==> src/rtl/vec_inst_issue_queue.sv <==
// Vector instruction issue queue: buffers scalar-issued vector instructions and
// their scalar operands until the vector datapath consumes them. Optional
// zero-latency bypass when the queue is empty.
module vec_inst_issue_queue #(
    parameter int unsigned XLEN      = 32,
    parameter int unsigned DEPTH     = 4,
    parameter int unsigned NUM_OPS   = 2,
    parameter int unsigned BYPASS_EN = 1,
    parameter int unsigned AFULL_LVL = DEPTH - 1
) (
    input  logic                    clk,
    input  logic                    reset,
    input  logic                    inst_valid,
    input  logic [XLEN-1:0]         instruction,
    input  logic [NUM_OPS*XLEN-1:0] rs_data,
    output logic                    inst_ready,
    output logic                    deq_valid,
    input  logic                    deq_ready,
    output logic [XLEN-1:0]         deq_instruction,
    output logic [NUM_OPS*XLEN-1:0] deq_rs_data,
    input  logic                    flush,
    output logic [$clog2(DEPTH):0]  count,
    output logic                    empty,
    output logic                    full,
    output logic                    almost_full
);

    localparam int unsigned AW = $clog2(DEPTH);
    localparam int unsigned CW = AW + 1;
    localparam int unsigned OW = NUM_OPS * XLEN;

    logic [XLEN-1:0] inst_mem [DEPTH];
    logic [OW-1:0]   ops_mem  [DEPTH];

    logic [AW-1:0] wr_ptr_q, wr_ptr_d;
    logic [AW-1:0] rd_ptr_q, rd_ptr_d;
    logic [CW-1:0] count_q,  count_d;

    logic bypass_on;
    logic enq, deq;
    logic pass_through;
    logic wr_en, rd_en;

    // Status flags come from registered count only
    always_comb begin
        empty       = (count_q == '0);
        full        = (count_q == CW'(DEPTH));
        almost_full = (count_q >= CW'(AFULL_LVL));
        count       = count_q;
    end

    // Handshake and head presentation; bypass shows the offered word while empty
    always_comb begin
        bypass_on  = (BYPASS_EN != 0) && empty;
        inst_ready = !full && !flush && !reset;
        if (reset || flush) begin
            deq_valid = 1'b0;
        end else if (!empty) begin
            deq_valid = 1'b1;
        end else begin
            deq_valid = bypass_on && inst_valid;
        end
        if (bypass_on) begin
            deq_instruction = instruction;
            deq_rs_data     = rs_data;
        end else begin
            deq_instruction = inst_mem[rd_ptr_q];
            deq_rs_data     = ops_mem[rd_ptr_q];
        end
        enq          = inst_valid && inst_ready;
        deq          = deq_valid && deq_ready;
        // Consumed the same cycle it arrived at an empty queue: never stored
        pass_through = bypass_on && enq && deq;
        wr_en        = enq && !pass_through;
        rd_en        = deq && !empty;
    end

    // Next-state for pointers and occupancy; flush overrides any handshake
    always_comb begin
        wr_ptr_d = wr_ptr_q;
        rd_ptr_d = rd_ptr_q;
        count_d  = count_q;
        if (flush) begin
            wr_ptr_d = '0;
            rd_ptr_d = '0;
            count_d  = '0;
        end else begin
            if (wr_en) wr_ptr_d = wr_ptr_q + AW'(1);
            if (rd_en) rd_ptr_d = rd_ptr_q + AW'(1);
            count_d = count_q + CW'(wr_en) - CW'(rd_en);
        end
    end

    // Pointer and count state with asynchronous reset
    always_ff @(posedge clk or posedge reset) begin
        if (reset) begin
            wr_ptr_q <= '0;
            rd_ptr_q <= '0;
            count_q  <= '0;
        end else begin
            wr_ptr_q <= wr_ptr_d;
            rd_ptr_q <= rd_ptr_d;
            count_q  <= count_d;
        end
    end

    // Storage array; deliberately not reset
    always_ff @(posedge clk) begin
        if (wr_en && !flush) begin
            inst_mem[wr_ptr_q] <= instruction;
            ops_mem[wr_ptr_q]  <= rs_data;
        end
    end

endmodule

==> config.mk <==
export PLATFORM = sky130hd
export DESIGN_NAME = vec_inst_issue_queue
export DESIGN_NICKNAME = d
export VERILOG_FILES = /design/src/rtl/vec_inst_issue_queue.sv
export SDC_FILE = /design/constraint.sdc
export NUM_CORES = 1
export LEC_CHECK = 0
export BUFFER_PORTS_ARGS = -buffer_cell sky130_fd_sc_hd__buf_2
export CORE_MARGIN = 1.5
export CORE_UTILIZATION = 40
export CTS_BUF_LIST = sky130_fd_sc_hd__clkbuf_8 sky130_fd_sc_hd__clkbuf_16
export DETAILED_ROUTE_END_ITERATION = 10
export GPL_TIMING_DRIVEN = 1
export PLACE_DENSITY = 0.63
export REMOVE_ABC_BUFFERS = 1
export SYNTH_ARGS = -nofsm -noshare
export SYNTH_HDL_FRONTEND = slang
export SYNTH_SLANG_ARGS = --single-unit
==> constraint.sdc <==
create_clock -name clk -period 9 [get_ports clk]
set_input_delay 0.9 -clock clk [delete_from_list [all_inputs] [get_ports clk]]
set_output_delay 0.9 -clock clk [all_outputs]
set_load 0.05 [all_outputs]
Word level (Yosys, flattened, before mapping):

Memory sizes are Yosys's and may differ from the RTL's.
Cells that the tools add are included.

* $add $sub $neg: 4
* order comparisons: 1
* equality and inequality tests: 1
* muxes and demuxes: 11
* reductions and logical operators: 19

Operators with widths (number)
* $mux W64: 1
* $mux W32: 1
* $logic_and A1 B1 Y1: 10
* $mux W2: 4
* $logic_not A1 Y1: 5
* $add A2 B1 Y2 const B: 2
* $mux W1: 4
* $reduce_bool A2 Y1: 2
* $add A3 B1 Y3: 1
* $eq A3 B3 Y1 const B: 1
* $ge A3 B2 Y1 const B: 1
* $logic_not A3 Y1: 1
* $mux W3: 1
* $sub A3 B1 Y3: 1
* $logic_or A1 B1 Y1: 1

* register bits: 7
* RAM bits: 384
* output and inout port bits: 104
* memories: 2

Memory list
* ops_mem: words 4, bits a word 64, rd ports 1, clocked after memory_dff 0, write ports 1, line 33 `logic [OW-1:0] ops_mem [DEPTH];`
* inst_mem: words 4, bits a word 32, rd ports 1, clocked after memory_dff 0, write ports 1, line 32 `logic [XLEN-1:0] inst_mem [DEPTH];`

Longest topological paths before layout:

* word-level depth: 12
* depth in mapped cells: 10

Worst setup path after synthesis:

No wires, ideal clock.

* path type: input to register
* start: in flush
* end: mem inst_mem[0][0], enable pin
* setup time: 0.466 ns
* arrival time: 3.478 ns
* required time: 8.534 ns
* slack: 5.056 ns
* stages on the path: 3
* path buffers: 0
* cell sequence: nor2_1 o311a_1 and2_1

* longest elaborated chain between the ends: 11

RTL lines
* start: declaration: line 21 `input logic flush,`
* $logic_not A1 Y1: line 55, 109
* $logic_and A1 B1 Y1 (2 in series): line 55 `inst_ready = !full && !flush && !reset;`
* $logic_and A1 B1 Y1: line 70 `enq = inst_valid && inst_ready;`
* $logic_and A1 B1 Y1 (2 in series): line 73 `pass_through = bypass_on && enq && deq;`
* $logic_not A1 Y1: line 74 `wr_en = enq && !pass_through;`
* $logic_and A1 B1 Y1: line 74
* $logic_and A1 B1 Y1 (*): line 109 `if (wr_en && !flush) begin`
* $mux W1 (*): line 109
* $mux W1 (implied by the code) (*): line 110 `inst_mem[wr_ptr_q] <= instruction;`
* end: declaration: line 32

Every way passes the cells marked *; elsewhere a longest branch is shown, timed or not.

Final worst setup path:

* start: reg count_q[1] (netlist: count[1])
* end: out deq_rs_data[30]

* longest elaborated chain between the ends: 2

RTL lines
* start: declaration: line 37 `logic [CW-1:0] count_q, count_d;`
* start signal: assignment: line 103 `count_q <= count_d;`
* $logic_not A3 Y1: line 46 `empty = (count_q == '0);`
* $mux W64: line 63 `if (bypass_on) begin`
* end: declaration: line 20 `output logic [NUM_OPS*XLEN-1:0] deq_rs_data,`

No other way between the ends.

==> flow_metrics.env <==
export IMPL_required_ps=8100
export IMPL_synth_top_cell_by_area="edfxtp_1"
export IMPL_final_nets=996
export IMPL_post_drt_wl_per_cell_um=21.0
export IMPL_grt_pass1_vias=7635
export IMPL_wirelength_mm=29.9
export IMPL_root_buffer="clkbuf_16"
export IMPL_cts_made_buffers=40
export IMPL_hold_slack_ps=361
export IMPL_start_util_pct=40.9
export IMPL_dr_pass1_iters=4
export IMPL_core_um2=37800
export IMPL_layout_commonest_cell="edfxtp_1"
export IMPL_grt_ovfl_total=0
export IMPL_dp_hpwl_mm=17.0
export IMPL_worstPathArrival_ps=3270
export IMPL_syn_inst=666
export IMPL_fmax_mhz=240
export IMPL_rsz0062_at_grt="no"
export IMPL_syn_avg_cell_area_um2=23.2
export IMPL_vias_per_cell=5.15
export IMPL_clk_path_buf_depth=3
export IMPL_nFillCells=3168
export IMPL_ir_worst_vdd_mv=0.155
export IMPL_ys_warn_count=0
export IMPL_crit_fanout=54
export IMPL_portBuffers=204
export IMPL_period_minus_slack_ps=4170
export IMPL_die_h_um=200
export IMPL_insertion_delay_ps=560
export IMPL_fin_crit_sh_pct=46.4
export IMPL_antenna_found_initial=1
export IMPL_drive_gt1_share_pct=50.7
export IMPL_power_leakage_nw=6.07
export IMPL_grt_usage_pct=15.1
export IMPL_area_growth_pct=17.7
export IMPL_max_slew_margin_pct=36.1
export IMPL_end_kind="primary output"
export IMPL_cts_clk_slew_worst_paths_ps=60
export IMPL_synth_cell_types=26
export IMPL_die_area_um2=39900
export IMPL_finalPower_mw=4.23
export IMPL_ant_nets=0
export IMPL_critPathLaunchType="flip-flop"
export IMPL_worst_slew_pin_slew_ps=959
export IMPL_ioPinCount=205
export IMPL_place_gp_congestion=0.695
export IMPL_drv_slew=0
export IMPL_fin_ws_ps=4830
export IMPL_grt_max_degree=59
export IMPL_finalHoldViolations=0
export IMPL_cellPowerDensity_nw_per_um2=232
export IMPL_h_tree_depth=2
export IMPL_regArea_um2=11700
export IMPL_drc=0
export IMPL_synth_seq_cells=391
export IMPL_num_rows=71
export IMPL_cap_viol_max_count=0
export IMPL_path_class="reg2out"
export IMPL_die_w_um=200
export IMPL_pre_cts_slack_ps=5370
export IMPL_post_cts_setup_buffers=0
export IMPL_final_cell_mix="edfxtp_1, buf_2, mux2_2, mux4_2, clkbuf_16"
export IMPL_cts_hold_buf=0
export IMPL_drt_iter0_drc=397
export IMPL_vias=7330
export IMPL_synth_area_um2=15500
export IMPL_outcome="complete, no violations"
export IMPL_ctsResizeCount=0
export IMPL_multiInputGateArea_um2=3570
export IMPL_grt_pass1_wl_mm=44.7
export IMPL_hold_class="in2async"
export IMPL_skew_ps=20.5
export IMPL_ys_top_cells_by_area="edfxtp_1, mux4_2, mux2_2, dfrtp_1, buf_2"
export IMPL_seq_area_frac_synth_pct=75.7
export IMPL_cts_tree="built"
export IMPL_final_core_util_pct=48.1
export IMPL_yosysTopAreaCellShare_pct=74.5
export IMPL_cts_sink_count=391
export IMPL_final_setup_viol_count=0
## through the flow
stage	area, um2	TNS (ps)	cells
CTS	18200	0	1422
floorplan	15300	-151190	632
global route	18200	0	1422
global placement	17000	0	1356
finish	18200	0	1423
detailed placement	17000	0	1356
## final cells by class
cell class / instances / share of cell area [%]
Clock inverter: 26 / 0.934
Antenna cell: 1 / 0.0137
Clock buffer: 40 / 5.50
Sequential cell: 391 / 64.3
Multi-Input combinational cell: 233 / 19.6
Timing Repair Buffer: 213 / 5.98
Tap cell: 511 / 3.51
Inverter: 8 / 0.165
## path summary, 6_finish.rpt
| path | start | endpoint | slack [ps] | depth (start not counted) |
|---|---|---|---|---|
| setup reg to reg | count[2] | ops_mem[3][55] | 6200 | 4 |
| hold reg to reg | wr_ptr_q[1] | wr_ptr_q[1] | 610 | 2 |
| min in group clk | instruction[31] | inst_mem[1][31] | 570 | 1 |
| max in group asynchronous | reset | rd_ptr_q[0] | 8360 | 2 |
| hold / removal | reset | count[1] | 360 | 2 |
| setup / recovery | count[1] | deq_rs_data[30] | 4830 | 5 |
## cell usage after synthesis
master,number
nor2b_1,1
fa_1,1
edfxtp_1,384
mux2i_1,1
nand3b_1,1
nand2b_1,2
buf_2,22
nor2_1,6
inv_1,8
nand2_1,1
buf_8,2
o31ai_1,1
o21ai_0,3
clkbuf_1,9
and2_1,4
nor3_1,4
buf_6,1
a21oi_1,2
ha_1,7
mux4_2,96
dfrtp_1,7
xor2_1,1
or3_1,2
o311a_1,2
a21boi_0,1
mux2_2,97
## per-layer routing
layer / vias to the layer above / global-route usage (%) / wire, um
met5: - / 0 / 12
met4: 2 / 5.26 / 637
met3: 50 / 3.38 / 1530
met2: 184 / 23.5 / 14100
met1: 3846 / 21.1 / 13700
li1: 3248 / - / -
## worst max-delay path: stages, from the launching register on
cell	delay, ps
dfrtp_1	490
nor3_2	190
buf_4	650
buf_4	690
mux2_2	420
buf_2	210
## registers in the layout (all words and copies together), names as in the netlist
signal and cells:
count 3, inst_mem 128, ops_mem 256, rd_ptr_q 2, wr_ptr_q 2
## where the power goes
group	internal, mW	total, mW	switching, mW
Sequential	2.02	2.03	0.0105
Combinational	0.221	0.712	0.491
Clock	0.835	1.49	0.654
Total	3.08	4.23	1.16
## cell families after synthesis
| kind of cell | count (synthesis) | synth area share [%] |
|---|---|---|
| flip-flops | 391 | 75.7 |
| multiplexers | 194 | 21.1 |
| buffers and inverters | 42 | 1.39 |
| AND/OR/NAND/NOR | 21 | 0.712 |
| AO/OA/AOI/OAI | 9 | 0.388 |
| adder cells (fa/ha/maj) | 8 | 0.695 |
| XOR/XNOR | 1 | 0.0566 |
Power figures use the tool's default switching activity.
